**config.mk**
```make
export PLATFORM = sky130hd
export DESIGN_NAME = fp_tag_delay_pipe
export DESIGN_NICKNAME = d
export VERILOG_FILES = /design/src/rtl/fp_mac_pkg.sv /design/src/rtl/fp_tag_stage.sv /design/src/rtl/fp_tag_delay_pipe.sv
export SDC_FILE = /design/constraint.sdc
export NUM_CORES = 1
export LEC_CHECK = 0
export CAP_MARGIN = 20
export CORE_ASPECT_RATIO = 0.5
export CORE_UTILIZATION = 61
export DETAILED_ROUTE_END_ITERATION = 7
export GPL_TIMING_DRIVEN = 0
export PLACE_DENSITY = 0.83
export REMOVE_ABC_BUFFERS = 1
export SYNTH_ARGS = -nofsm -noshare
export SYNTH_HDL_FRONTEND = slang
export SYNTH_SLANG_ARGS = --single-unit
```
**constraint.sdc**
```tcl
create_clock -name clock -period 5.15 [get_ports clock]
set_clock_uncertainty 0.05 [all_clocks]
set_input_delay 0.7725 -clock clock [delete_from_list [all_inputs] [get_ports clock]]
set_output_delay 0.7725 -clock clock [all_outputs]
set_load 0.03 [all_outputs]
```
**src/rtl/fp_mac_pkg.sv**
```systemverilog
// rtl/fp_mac_pkg.sv - shared FP MAC constants and the exponent/sign side-band tag type
package fp_mac_pkg;

  localparam int EXP_W         = 8;
  localparam int SIGN_W        = 1;
  localparam int TAG_W         = EXP_W + SIGN_W;
  localparam int MUL_STAGE_LAT = 10;

  typedef struct packed {
    logic             sign;
    logic [EXP_W-1:0] exp;
  } fp_tag_t;

endpackage

```
**src/rtl/fp_tag_stage.sv**
```systemverilog
// rtl/fp_tag_stage.sv - one valid-tagged register slice of the side-band delay line
module fp_tag_stage #(
  parameter int WIDTH = 9
) (
  input  logic             clock,
  input  logic             reset,
  input  logic             stall,
  input  logic             flush,
  input  logic             valid_d,
  input  logic [WIDTH-1:0] data_d,
  output logic             valid_q,
  output logic [WIDTH-1:0] data_q
);

  // Flush only drops the valid bit; data keeps shifting-free contents until the next advance.
  always_ff @(posedge clock) begin
    if (reset) begin
      valid_q <= 1'b0;
      data_q  <= '0;
    end else if (flush) begin
      valid_q <= 1'b0;
    end else if (!stall) begin
      valid_q <= valid_d;
      data_q  <= data_d;
    end
  end

endmodule

```
**src/rtl/fp_tag_delay_pipe.sv**
```systemverilog
// rtl/fp_tag_delay_pipe.sv - stallable/flushable tag delay line; FP_TAG_DELAY_PARITY_EN adds per-stage parity
module fp_tag_delay_pipe
  import fp_mac_pkg::*;
#(
  parameter int WIDTH = TAG_W,
  parameter int DEPTH = MUL_STAGE_LAT,
  parameter int CNT_W = $clog2(DEPTH + 1)
) (
  input  logic             clock,
  input  logic             reset,
  input  logic             stall,
  input  logic             flush,
  input  logic             in_valid,
  input  logic [WIDTH-1:0] in_data,
  output logic             out_valid,
  output logic [WIDTH-1:0] out_data,
  output logic [CNT_W-1:0] inflight,
  output logic             parity_err
);

`ifdef FP_TAG_DELAY_PARITY_EN
  localparam int PAR_W = 1;
`else
  localparam int PAR_W = 0;
`endif
  localparam int SW = WIDTH + PAR_W;

  logic [DEPTH:0] vchain;
  logic [SW-1:0]  dchain [DEPTH+1];

  // Parity rides in the MSB of the stored word so the slices stay width-generic.
`ifdef FP_TAG_DELAY_PARITY_EN
  assign dchain[0] = {^in_data, in_data};
`else
  assign dchain[0] = in_data;
`endif
  assign vchain[0] = in_valid;

  for (genvar i = 0; i < DEPTH; i++) begin : g_stage
    fp_tag_stage #(
      .WIDTH(SW)
    ) u_stage (
      .clock  (clock),
      .reset  (reset),
      .stall  (stall),
      .flush  (flush),
      .valid_d(vchain[i]),
      .data_d (dchain[i]),
      .valid_q(vchain[i+1]),
      .data_q (dchain[i+1])
    );
  end

  assign out_valid = vchain[DEPTH];
  assign out_data  = dchain[DEPTH][WIDTH-1:0];

`ifdef FP_TAG_DELAY_PARITY_EN
  assign parity_err = out_valid & ((^out_data) != dchain[DEPTH][WIDTH]);
`else
  assign parity_err = 1'b0;
`endif

  // Enter and leave on the same advance cancel, so the count cannot exceed DEPTH.
  always_ff @(posedge clock) begin
    if (reset || flush) begin
      inflight <= '0;
    end else if (!stall) begin
      inflight <= inflight + CNT_W'(in_valid) - CNT_W'(out_valid);
    end
  end

endmodule
```
==> results by group <==
Floorplanning
  • Placeable Area: 0.00608 sq mm
  • IO Pins: 29
  • Num rows: 20
  • Die area: 0.00666 sq mm
  • Initial core utilization: 63.4%
  • Die Span X: 114 um
  • Chip height: 58.2 um

Cells and area
  • Finished Cell Area: 0.00430 sq mm
  • ANT cells: 0
  • Layout Utilization: 70.6%
  • Layout Cells excl Fill: 556
  • Filler cell count: 530
  • Share of cells above drive strength 1: 3.85%
  • Fin nets: 482
  • Area grow syn2layout: 11.5%

Yosys
  • Post-synth EDFFs: 0
  • Syn Inst Count: 467
  • Avg Cell Area, Syn: 8.25 sq um
  • Asr flop ratio synth: 0%
  • Ys Warns: 0
  • Count of unique library cells instantiated by Yosys: 20
  • Synth cell count leaders: nand2_1 (180), dfxtp_1 (104), a21oi_1 (91)
  • Number of synthesized register bits: 104
  • Most common cell in the synthesized netlist: nand2_1
  • Synth top area cells: dfxtp_1 (54%), nand2_1 (18%), a21oi_1 (12%), mux2i_1 (3.1%), buf_6 (2.9%)
  • Yosys top cell area share: 54.0%
  • Largest area contributor in the synthesized netlist: dfxtp_1
  • Area of the mapped netlist: 0.00385 sq mm
  • Sequential fraction of the synthesis area: 54.0%
  • Top FF cell, synth: dfxtp_1

Detailed routing
  • Vias per cell: 4.90
  • Initial drt markers: 174
  • Total Routed Length: 5700 um
  • DRC Markers: 0
  • First drt pass iteration count: 5
  • WL/cell: 10.3 um
  • Total number of vias: 2727
  • Final ANT Viol Nets: 0

Setup path
  • Worst endpoint data arrival time: 3200 ps
  • Startpoint type of the worst setup path: input port
  • CP top delay family: buffers and inverters
  • CP Capture Type: register
  • CP cell instances: clkdlybuf4s50_1 -> nor2_4 -> buf_12 -> nand2_1 -> a21oi_1
  • Critical setup path kind: in2reg
  • CP Max Fanout: 47
  • Critical Path RT: 5360 ps
  • Worst path bufs/invs: 2
  • Slowest cell on crit path: nor2_4
  • Max incr delay on CP: 980 ps

Clocking
  • H-tree levels: 3
  • Clk root buf: clkbuf_16
  • Setup Buffers After CTS: 0
  • Post_cts resized: 0
  • CTS tree: built
  • Clock Sinks: 104
  • Worst-path clk slew: 60 ps
  • TritonCTS Buffers: 9
  • CTS Buffer Depth: 2
  • Post-CTS Hold Fix Bufs: 0
  • Worst-Skew Late Latency: 340 ps

STA
  • Worst setup margin: 2160 ps
  • RSZ-0062 raised after global routing: false
  • Setup Viol. Count Final: 0
  • Setup TNS Final: 0 ps
  • Period minus WS final: 2990 ps
  • Relative slew margins: 34.7%
  • Hold Fails Final Rpt: 0
  • Fin crit share: 58.0%
  • Hold_ws: 400 ps
  • Worst Tran Pin Value: 978 ps
  • Max Freq: 335 MHz
  • Final Max Slew Viols: 0

Global route
  • First-pass GRT wire length: 9730 um
  • Remaining global-route overflow: 0
  • Vias in the first global route: 2219
  • All-Layer GR Usage: 18.8%
  • Initial antenna violation count: 0
  • Largest net degree at the start of global routing: 92

Power and ir drop
  • Pwr/cell area: 376 mW/mm^2
  • Max VDD drop: 203 uV
  • Lkg Pwr: 1.44 nW
  • Pwr Total: 1.61 mW

Placement
  • PortBufs: 27
  • Hpwl dp: 3100 um
  • Dpl cells: 540
  • Dpl cell area: 0.00396 sq mm
  • Gpl congestion: 0.772
  • Place WS: 1800 ps

Hold path
  • Min-delay worst type: reg2reg

Run
  • Max Cap Viol: 0

Run status
  • Run status: completed
==> cells by family after synthesis <==
logic type                 synth area share (%)
and+or+nand+nor                            19.9
buffers and inverters                      8.18
muxes                                      3.12
xor gates and xnor gates                  0.227
AOI/OAI and AO/OA                          12.7
other                                    0.0973
DFF                                        54.0
adders and majority gates                  1.82
==> final cells by class <==
type	instances	area, sq um	share of cell area (%)
Tap cell	88	110	2.56
Inverter	6	22.5	0.524
Multi-Input combinational cell	314	1460	34.0
Clock inverter	2	60.1	1.40
Clock buffer	14	274	6.38
Timing Repair Buffer	28	288	6.70
Sequential cell	104	2080	48.5
==> placed cells by master, fill, tap and decap left out, drive strengths merged <==
cell	instances
nand3	2
a211o	1
or2	2
buf	2
clkdlybuf4s50	26
bufinv	2
a21oi	91
dfxtp	104
xor2	1
a211oi	2
nor2	16
inv	6
clkbuf	14
ha	4
nand2	180
conb	1
a31o	1
mux2i	12
fa	1
==> state kept, by name (all words and copies together) (netlist names) <==
| register | flops |
|---|---|
| inflight | 4 |
| g_stage.u_stage.valid_q | 10 |
| g_stage.u_stage.data_q | 90 |
==> tightest hold or removal path: stages, from the launching register on <==
cell and delay [ps]:
dfxtp_1 310, nand2_1 50, a21oi_1 50
==> where the power goes <==
part	switching, mW	internal, mW
logic	0.0450	0.0198
clock network	0.270	0.466
registers	0.00302	0.810
==> final timing paths <==
path / endpoint / startpoint / slack [ps] / cells past startpoint
hold / removal: g_stage[7].u_stage.data_q[5]$_SDFFE_PP0P_ / g_stage[6].u_stage.data_q[5]$_SDFFE_PP0P_ / 400 / 2
setup reg to reg: inflight[2]$_SDFFE_PP0N_ / inflight[0]$_SDFFE_PP0N_ / 3340 / 8
hold reg to reg: g_stage[7].u_stage.data_q[5]$_SDFFE_PP0P_ / g_stage[6].u_stage.data_q[5]$_SDFFE_PP0P_ / 400 / 2
setup / recovery: g_stage[1].u_stage.data_q[7]$_SDFFE_PP0P_ / stall / 2160 / 5
==> metal layers <==
metal	routed length, um	GRT usage (%)
met5	0	0
met4	63	7.24
met3	227	6.90
met2	2480	28.7
met1	2930	24.5
(Power assumes the default switching activity.)
